===== src/rtl/fpu_interco_pkg.sv =====
// Shared types and helpers for the multi-channel FPU request interconnect.
// The payload struct here uses the default widths; the top builds its own with its parameters.
package fpu_interco_pkg;

    localparam int unsigned DEF_NB_APU_ARGS      = 3;
    localparam int unsigned DEF_DATA_WIDTH       = 32;
    localparam int unsigned DEF_APU_OPCODE_WIDTH = 6;
    localparam int unsigned DEF_FLAG_WIDTH       = 15;
    localparam int unsigned DEF_ID_WIDTH         = 3;

    typedef struct packed {
        logic [DEF_NB_APU_ARGS-1:0][DEF_DATA_WIDTH-1:0] operands;
        logic [DEF_APU_OPCODE_WIDTH-1:0]                op;
        logic [DEF_FLAG_WIDTH-1:0]                      flag;
        logic [DEF_ID_WIDTH-1:0]                        id;
    } fpu_req_payload_t;

    function automatic int unsigned core_to_chan(input int unsigned core_idx, input int unsigned nb_fpu);
        return core_idx % nb_fpu;
    endfunction

    function automatic int unsigned chan_core_count(input int unsigned nb_cores, input int unsigned nb_fpu,
                                                    input int unsigned chan);
        return (nb_cores - chan + nb_fpu - 1) / nb_fpu;
    endfunction

endpackage


===== src/rtl/fpu_req_arbiter_mc_chk.sv =====
// Simulation checks for the multi-channel FPU request arbiter: response tag range,
// counter underflow and request stability while the FPU back-pressures.
module fpu_req_arbiter_mc_chk #(
    parameter int unsigned NB_CORES = 8,
    parameter int unsigned NB_FPU   = 2,
    parameter int unsigned ID_WIDTH = 3,
    parameter int unsigned PW       = 8
) (
    input logic                             clk,
    input logic                             rst_n,
    input logic [NB_FPU-1:0]                fpu_req,
    input logic [NB_FPU-1:0]                fpu_gnt,
    input logic [NB_FPU-1:0][PW-1:0]        fpu_payload,
    input logic [NB_FPU-1:0]                r_valid,
    input logic [NB_FPU-1:0][ID_WIDTH-1:0]  r_id,
    input logic [NB_CORES-1:0]              resp_hit,
    input logic [NB_CORES-1:0]              cnt_zero
);

    for (genvar c = 0; c < NB_FPU; c++) begin : g_chan
        a_id_range: assert property (@(posedge clk) disable iff (!rst_n)
            r_valid[c] |-> (int'(r_id[c]) < NB_CORES));
        a_req_hold: assert property (@(posedge clk) disable iff (!rst_n)
            (fpu_req[c] && !fpu_gnt[c]) |=> (fpu_req[c] && $stable(fpu_payload[c])));
    end

    for (genvar i = 0; i < NB_CORES; i++) begin : g_core
        a_no_underflow: assert property (@(posedge clk) disable iff (!rst_n)
            resp_hit[i] |-> !cnt_zero[i]);
    end

endmodule


===== src/rtl/fpu_rr_arb_chan.sv =====
// One FPU channel: round-robin arbiter over the channel's cores plus the registered request slot.
// The slot refills in the same cycle the FPU accepts, giving one request per cycle.
module fpu_rr_arb_chan
    import fpu_interco_pkg::*;
#(
    parameter int unsigned NB_LOCAL  = 4,
    parameter type         payload_t = fpu_req_payload_t
) (
    input  logic                      clk,
    input  logic                      rst_n,
    input  logic     [NB_LOCAL-1:0]   core_elig,
    input  payload_t [NB_LOCAL-1:0]   core_payload,
    output logic     [NB_LOCAL-1:0]   core_gnt,
    input  logic                      fpu_gnt,
    output logic                      fpu_req,
    output payload_t                  fpu_payload
);

    localparam int unsigned PTR_W = (NB_LOCAL > 1) ? $clog2(NB_LOCAL) : 1;

    logic [PTR_W-1:0] ptr_r;
    logic [PTR_W-1:0] win_s;
    logic             found_s;
    logic             slot_free_s;
    logic             req_r;
    payload_t         payload_r;

    function automatic logic [PTR_W-1:0] wrap_idx(input logic [PTR_W-1:0] base, input int unsigned off);
        int unsigned sum;
        sum = int'(base) + off;
        return PTR_W'(sum % NB_LOCAL);
    endfunction

    assign slot_free_s = !req_r || fpu_gnt;
    assign fpu_req     = req_r;
    assign fpu_payload = payload_r;

    // First eligible local core at or after the pointer, wrapping
    always_comb begin
        found_s = 1'b0;
        win_s   = '0;
        for (int j = 0; j < NB_LOCAL; j++) begin
            if (!found_s && core_elig[wrap_idx(ptr_r, unsigned'(j))]) begin
                found_s = 1'b1;
                win_s   = wrap_idx(ptr_r, unsigned'(j));
            end else begin
                found_s = found_s;
            end
        end
    end

    // Grant decode for the winner when the slot can take a new request
    always_comb begin
        core_gnt = '0;
        for (int k = 0; k < NB_LOCAL; k++) begin
            core_gnt[k] = slot_free_s && found_s && (win_s == PTR_W'(k));
        end
    end

    // Output slot and round-robin pointer
    always_ff @(posedge clk or negedge rst_n) begin
        if (!rst_n) begin
            req_r     <= 1'b0;
            payload_r <= '0;
            ptr_r     <= '0;
        end else if (slot_free_s) begin
            if (found_s) begin
                req_r     <= 1'b1;
                payload_r <= core_payload[win_s];
                ptr_r     <= (win_s == PTR_W'(NB_LOCAL - 1)) ? '0 : win_s + PTR_W'(1);
            end else begin
                req_r     <= 1'b0;
            end
        end else begin
            req_r <= req_r;
        end
    end

endmodule


===== src/rtl/fpu_req_arbiter_mc.sv =====
// Multi-channel shared-FPU request interconnect: core i is served by channel i % NB_FPU.
// Optional per-channel stall counters are built when FPU_REQ_ARB_PERF_CNT_EN is defined.
module fpu_req_arbiter_mc
    import fpu_interco_pkg::*;
#(
    parameter int unsigned NB_CORES         = 8,
    parameter int unsigned NB_FPU           = 2,
    parameter int unsigned NB_APU_ARGS      = 3,
    parameter int unsigned APU_OPCODE_WIDTH = 6,
    parameter int unsigned FLAG_WIDTH       = 15,
    parameter int unsigned DATA_WIDTH       = 32,
    parameter int unsigned MAX_OUTSTANDING  = 2,
    parameter int unsigned ID_WIDTH         = (NB_CORES > 1) ? $clog2(NB_CORES) : 1
) (
    input  logic                                              clk,
    input  logic                                              rst_n,
    input  logic [NB_CORES-1:0]                               core_req_i,
    input  logic [NB_CORES-1:0][NB_APU_ARGS-1:0][DATA_WIDTH-1:0] core_operands_i,
    input  logic [NB_CORES-1:0][APU_OPCODE_WIDTH-1:0]         core_op_i,
    input  logic [NB_CORES-1:0][FLAG_WIDTH-1:0]               core_flag_i,
    output logic [NB_CORES-1:0]                               core_gnt_o,
    output logic [NB_CORES-1:0]                               core_r_valid_o,
    output logic [NB_FPU-1:0]                                 fpu_req_o,
    output logic [NB_FPU-1:0][NB_APU_ARGS-1:0][DATA_WIDTH-1:0] fpu_operands_o,
    output logic [NB_FPU-1:0][APU_OPCODE_WIDTH-1:0]           fpu_op_o,
    output logic [NB_FPU-1:0][FLAG_WIDTH-1:0]                 fpu_flag_o,
    output logic [NB_FPU-1:0][ID_WIDTH-1:0]                   fpu_id_o,
    input  logic [NB_FPU-1:0]                                 fpu_gnt_i,
    input  logic [NB_FPU-1:0]                                 fpu_r_valid_i,
    input  logic [NB_FPU-1:0][ID_WIDTH-1:0]                   fpu_r_id_i
`ifdef FPU_REQ_ARB_PERF_CNT_EN
    ,
    output logic [NB_FPU-1:0][31:0]                           perf_stall_cnt_o
`endif
);

    localparam int unsigned CNT_W     = $clog2(MAX_OUTSTANDING + 1);
    localparam int unsigned MAX_LOCAL = (NB_CORES + NB_FPU - 1) / NB_FPU;

    typedef struct packed {
        logic [NB_APU_ARGS-1:0][DATA_WIDTH-1:0] operands;
        logic [APU_OPCODE_WIDTH-1:0]            op;
        logic [FLAG_WIDTH-1:0]                  flag;
        logic [ID_WIDTH-1:0]                    id;
    } payload_t;

    logic [NB_CORES-1:0]                 gnt_s;
    logic [NB_CORES-1:0]                 rvalid_s;
    logic [NB_CORES-1:0]                 cnt_zero_s;
    logic [CNT_W-1:0]                    cnt_r [NB_CORES];
    logic [NB_FPU-1:0][MAX_LOCAL-1:0]    chan_elig_s;
    logic [NB_FPU-1:0][MAX_LOCAL-1:0]    chan_gnt_s;
    payload_t [NB_FPU-1:0][MAX_LOCAL-1:0] chan_in_s;
    payload_t [NB_FPU-1:0]               chan_out_s;

    // Reset gating keeps the combinational core-side outputs quiet during reset
    assign core_gnt_o     = gnt_s & {NB_CORES{rst_n}};
    assign core_r_valid_o = rvalid_s & {NB_CORES{rst_n}};

    for (genvar i = 0; i < NB_CORES; i++) begin : g_core
        localparam int unsigned C = core_to_chan(i, NB_FPU);
        localparam int unsigned K = i / NB_FPU;
        assign chan_elig_s[C][K] = core_req_i[i] && (cnt_r[i] < CNT_W'(MAX_OUTSTANDING));
        assign chan_in_s[C][K]   = '{operands: core_operands_i[i], op: core_op_i[i],
                                     flag: core_flag_i[i], id: ID_WIDTH'(i)};
        assign gnt_s[i]          = chan_gnt_s[C][K];
        assign cnt_zero_s[i]     = (cnt_r[i] == '0);
    end

    for (genvar c = 0; c < NB_FPU; c++) begin : g_chan
        localparam int unsigned NL = chan_core_count(NB_CORES, NB_FPU, c);

        fpu_rr_arb_chan #(
            .NB_LOCAL  (NL),
            .payload_t (payload_t)
        ) u_chan (
            .clk          (clk),
            .rst_n        (rst_n),
            .core_elig    (chan_elig_s[c][NL-1:0]),
            .core_payload (chan_in_s[c][NL-1:0]),
            .core_gnt     (chan_gnt_s[c][NL-1:0]),
            .fpu_gnt      (fpu_gnt_i[c]),
            .fpu_req      (fpu_req_o[c]),
            .fpu_payload  (chan_out_s[c])
        );

        for (genvar k = NL; k < MAX_LOCAL; k++) begin : g_pad
            assign chan_elig_s[c][k] = 1'b0;
            assign chan_in_s[c][k]   = '0;
            assign chan_gnt_s[c][k]  = 1'b0;
        end

        assign fpu_operands_o[c] = chan_out_s[c].operands;
        assign fpu_op_o[c]       = chan_out_s[c].op;
        assign fpu_flag_o[c]     = chan_out_s[c].flag;
        assign fpu_id_o[c]       = chan_out_s[c].id;
    end

    // Tagged responses decoded back to per-core valids
    always_comb begin
        rvalid_s = '0;
        for (int c = 0; c < NB_FPU; c++) begin
            for (int i = 0; i < NB_CORES; i++) begin
                if (fpu_r_valid_i[c] && (fpu_r_id_i[c] == ID_WIDTH'(i))) begin
                    rvalid_s[i] = 1'b1;
                end else begin
                    rvalid_s[i] = rvalid_s[i];
                end
            end
        end
    end

    // Per-core in-flight counters; an unexpected response saturates at zero
    always_ff @(posedge clk or negedge rst_n) begin
        if (!rst_n) begin
            for (int i = 0; i < NB_CORES; i++) cnt_r[i] <= '0;
        end else begin
            for (int i = 0; i < NB_CORES; i++) begin
                case ({gnt_s[i], rvalid_s[i]})
                    2'b10:   cnt_r[i] <= cnt_r[i] + CNT_W'(1);
                    2'b01:   cnt_r[i] <= (cnt_r[i] != '0) ? cnt_r[i] - CNT_W'(1) : '0;
                    default: cnt_r[i] <= cnt_r[i];
                endcase
            end
        end
    end

`ifdef FPU_REQ_ARB_PERF_CNT_EN
    logic [NB_FPU-1:0][MAX_LOCAL-1:0] chan_creq_s;
    logic [NB_FPU-1:0][31:0]          perf_r;

    for (genvar i = 0; i < NB_CORES; i++) begin : g_perf_core
        assign chan_creq_s[core_to_chan(i, NB_FPU)][i / NB_FPU] = core_req_i[i];
    end
    for (genvar c = 0; c < NB_FPU; c++) begin : g_perf_pad
        for (genvar k = chan_core_count(NB_CORES, NB_FPU, c); k < MAX_LOCAL; k++) begin : g_pad
            assign chan_creq_s[c][k] = 1'b0;
        end
    end

    // Stall cycles: some requester in the channel left without a grant
    always_ff @(posedge clk or negedge rst_n) begin
        if (!rst_n) begin
            perf_r <= '0;
        end else begin
            for (int c = 0; c < NB_FPU; c++) begin
                if (|(chan_creq_s[c] & ~chan_gnt_s[c])) perf_r[c] <= perf_r[c] + 32'd1;
                else                                    perf_r[c] <= perf_r[c];
            end
        end
    end
    assign perf_stall_cnt_o = perf_r;
`endif

    fpu_req_arbiter_mc_chk #(
        .NB_CORES (NB_CORES),
        .NB_FPU   (NB_FPU),
        .ID_WIDTH (ID_WIDTH),
        .PW       ($bits(payload_t))
    ) u_chk (
        .clk         (clk),
        .rst_n       (rst_n),
        .fpu_req     (fpu_req_o),
        .fpu_gnt     (fpu_gnt_i),
        .fpu_payload (chan_out_s),
        .r_valid     (fpu_r_valid_i),
        .r_id        (fpu_r_id_i),
        .resp_hit    (rvalid_s),
        .cnt_zero    (cnt_zero_s)
    );

endmodule


===== config.mk =====
export PLATFORM = sky130hd
export DESIGN_NAME = fpu_req_arbiter_mc
export DESIGN_NICKNAME = d
export VERILOG_FILES = /design/src/rtl/fpu_interco_pkg.sv /design/src/rtl/fpu_req_arbiter_mc_chk.sv /design/src/rtl/fpu_rr_arb_chan.sv /design/src/rtl/fpu_req_arbiter_mc.sv
export SDC_FILE = /design/constraint.sdc
export NUM_CORES = 1
export LEC_CHECK = 0
export BUFFER_PORTS_ARGS = -buffer_cell sky130_fd_sc_hd__buf_2
export CORE_AREA = 2 2 474 476
export DETAILED_ROUTE_END_ITERATION = 8
export DIE_AREA = 0 0 476 478
export SLEW_MARGIN = 25
export SYNTH_ARGS = -nofsm -noshare
export SYNTH_HDL_FRONTEND = slang
export SYNTH_SLANG_ARGS = --single-unit

===== constraint.sdc =====
create_clock -name clk -period 3.1 [get_ports clk]
set_clock_uncertainty 0.1 [all_clocks]
set_input_delay 0.31 -clock clk [delete_from_list [all_inputs] [get_ports clk]]
set_output_delay 0.31 -clock clk [all_outputs]
set_load 0.02 [all_outputs]

==> flow_metrics.tcl <==
set metrics [dict create \
    synthTopCellsByArea "dfrtp_1, mux2i_1, o221ai_1" \
    die_w_um 476 \
    ys_seq_area_frac 0.400 \
    track_usage 0.147 \
    endpoint_kind "output pin" \
    ioPinCount 1214 \
    crit_path_top_delay_cell "dfrtp_1" \
    ctsHtreeMaxLevel 2 \
    fillers 24684 \
    ys_ff_latch 261 \
    drc_errors 0 \
    setup_viol 0 \
    synth_edf_count 0 \
    wl_per_cell_um 26.5 \
    fin_total_pwr_mw 32.9 \
    grt_pass1_vias 24267 \
    core_region_area_um2 223000 \
    path_clk_slew_ns 0.06 \
    synthFlopType "dfrtp_1" \
    drt-vias-per-instance 3.47 \
    worstMarginPinSlew_ns 1.05 \
    worst_slack_ns 0.124 \
    setup.worst_path.end "core_gnt_o[0]" \
    crit_type "register to output pin" \
    pwr-share-comb 0.657 \
    report.final.slew_viol_count 0 \
    ant_nets 0 \
    synth.cell_area_um2 16300 \
    reg2reg_from "cnt_r[5]" \
    post-synth-top-area-cell "dfrtp_1" \
    reg2reg_to "g_chan[1].u_chan.fpu_payload[82]" \
    dp_cells 5678 \
    status "complete, no violations" \
    first_pass_iters 7 \
    grt_use_met3 0.0607 \
    clock_latency_ns 0.65 \
    cts_buffer_depth 3 \
    cts_tree "done" \
    syn_inst 1528 \
    dp_hpwl_um 141000 \
    drive_gt1_frac 0.385 \
    finalWirelength_um 178000 \
    fin_area_um2 36900 \
    cts-buffers-inserted 41 \
    reg2reg_slack_ns 0.13 \
    placed_cell_area_um2 26300 \
    preCtsSetupSlack_ns -0.124 \
    syn_nets 2508 \
    yosys.cell_types.count 52 \
    place_congestion 1.04 \
    crit_chain "nand2b_4 > or3_1 > o211a_1 > nor2_2 > and3_2 > buf_2" \
    clock-sinks 261 \
    drt_iter0_drc 1194 \
    r2r_cells 10 \
    grt_pass1_wl_um 222000 \
    cellPowerDensity_nw_per_um2 893 \
    worstPathRequired_ns 2.69 \
    final_cells 6705 \
    use_met2 0.253 \
    min_period_over_period 0.960 \
    p_int_mw 16.6 \
    synth_top_area_frac 0.400 \
    fin_util 0.165 \
    start_util 0.0732 \
    area_growth_pct 126 \
    cp-start-kind "register" \
    hold_violations 0 \
    clk_root_buffer_cell "clkbuf_16" \
    path_buf_inv 1 \
    port_buffers 1212 \
    p_sw_frac 0.496 \
    cap_violations 0 \
    crit_path_max_fanout 5 \
    cp-startpoint "cnt_r[7]" \
    rsz0062_at_grt "no" \
    grt_antenna_before_repair 117 \
    synth_area_per_cell_um2 10.7 \
    top_usage_layer "met2" \
    fp.dieH_um 478 \
    p_leak_nw 17.2 \
    clkPwrFrac 0.154 \
    async_flop_share 1.00 \
    path_depth 6 \
    hp-class "input pin to asynchronous set/reset pin" \
    grt_overflow 0 \
    seq_power_share 0.189 \
    nets 4596 \
    grt_max_degree 122 \
    num_vias 23244 \
    ff_latch_area_um2 6530 \
    worstPathArrival_ns 2.57 \
    fin_setup_tns_ns 0 \
    timing.fmax_mhz 336 \
    relSlewSlack 0.303 \
    p_switching_mw 16.3 \
    hold_ws_ns 0.0695 \
    ys.warnings.count 0 \
    cp_slowest_stage_delay_ns 0.42 \
    ir_worst_vdd_mv 0.605 \
    rows 174 \
    fin_crit_ns 2.98 \
    gr-usage-met1 0.151 \
    critical-path-top-delay-family "simple AND/OR/NAND/NOR gates" \
    die_area_um2 228000 \
    multi_input_area_um2 9110 \
]
## worst min path at each step
stage	endpoint	depth (start not counted)	from	slack, ns
after floorplan	cnt_r[0]	0	rst_n	-0.09
after global placement	g_chan[0].u_chan.fpu_payload[64]	1	rst_n	0.11
after detailed placement	g_chan[0].u_chan.fpu_payload[64]	1	rst_n	0.11
after CTS	g_chan[0].u_chan.fpu_payload[13]	2	rst_n	0.006
after global routing	g_chan[0].u_chan.fpu_payload[13]	2	rst_n	0.04
final	g_chan[0].u_chan.fpu_payload[13]	2	rst_n	0.07
## worst reg2reg max path, stage by stage, from the launching register on
cell	delay, ns
dfrtp_1	0.45
nor2b_4	0.21
mux2i_1	0.14
o211ai_4	0.20
buf_12	0.15
buf_4	0.13
buf_12	0.19
buf_12	0.28
mux2i_1	0.28
dlygate4sd3_1	0.58
o221ai_1	0.12
## state kept, by name (all words and copies together) (netlist names)
| register | cells |
|---|---|
| g_chan.u_chan.fpu_req | 2 |
| g_chan.u_chan.ptr_r | 4 |
| g_chan.u_chan.fpu_payload | 239 |
| cnt_r | 16 |
## layout by cell type, fill, tap and decap left out, drive strengths merged, types with 8 or more instances in the layout
master | synthesis | final
dlygate4sd3 | 0 | 878
diode | 0 | 66
mux2 | 8 | 8
mux2i | 475 | 475
inv | 11 | 13
clkbuf | 62 | 60
o21ai | 18 | 18
nand2 | 269 | 269
dfrtp | 261 | 261
and2 | 9 | 9
buf | 73 | 1300
ha | 24 | 24
o22ai | 8 | 8
nand2b | 15 | 15
o221ai | 234 | 234
## what timing repair did
item,4_1_cts,5_1_grt
setup endpoints to repair,17,41
buffers inserted,4,3
hold buffers,878,0
pin swaps,1,1
endpoints found under the hold margin,321,0
cloned,1,1
resized for setup,7,4
## metal layers
| metal | up-vias | part of all wire |
|---|---|---|
| li1 | 10107 | - |
| met1 | 11177 | 0.35 |
| met2 | 1544 | 0.48 |
| met3 | 388 | 0.11 |
| met4 | 28 | 0.060 |
| met5 | - | 0.00097 |
## Yosys cell counts (all sizes together), types with 3 or more instances
cell	n
mux2i	475
ha	24
dfrtp	261
nor3	7
a21oi	3
o21ai	18
a211oi	3
o221ai	234
mux2	8
nand2b	15
nor2b	7
o22ai	8
nand2	269
and2	9
or3	4
nor3b	6
buf	73
nand3	6
clkbuf	62
inv	11
nor2	3
## final cells by class
class	instances	area share
tap	2992	0.102
inverter	11	0.00112
multi-input combinational	1121	0.247
antenna	66	0.00448
sequential	261	0.177
timing repair buffer	2180	0.431
clock inverter	15	0.00516
clock buffer	59	0.0327
## power by group through the flow
stage | Combinational [mW] | Sequential, mW | Clock, mW
after floorplan | 7.96 | 7.92 | 0
after global placement | 18.8 | 6.17 | 0
after detailed placement | 19.0 | 6.24 | 0
after CTS | 21.8 | 6.22 | 5.34
after global routing | 23.2 | 6.43 | 5.40
final | 21.6 | 6.23 | 5.07
## cell families (layout without fill, tap and decap cells)
| kind of cell | Yosys count | after routing | share of synthesized area |
|---|---|---|---|
| other | 1 | 67 | 0.000230 |
| muxes | 483 | 483 | 0.297 |
| AOI/OAI and AO/OA | 279 | 279 | 0.144 |
| DFF | 261 | 261 | 0.400 |
| buffers and inverters | 146 | 2265 | 0.0510 |
| xor gates and xnor gates | 1 | 1 | 0.000536 |
| adders and majority gates | 24 | 24 | 0.0184 |
| and+or+nand+nor | 333 | 333 | 0.0892 |
Note: power is estimated with default switching activity, not from simulation.
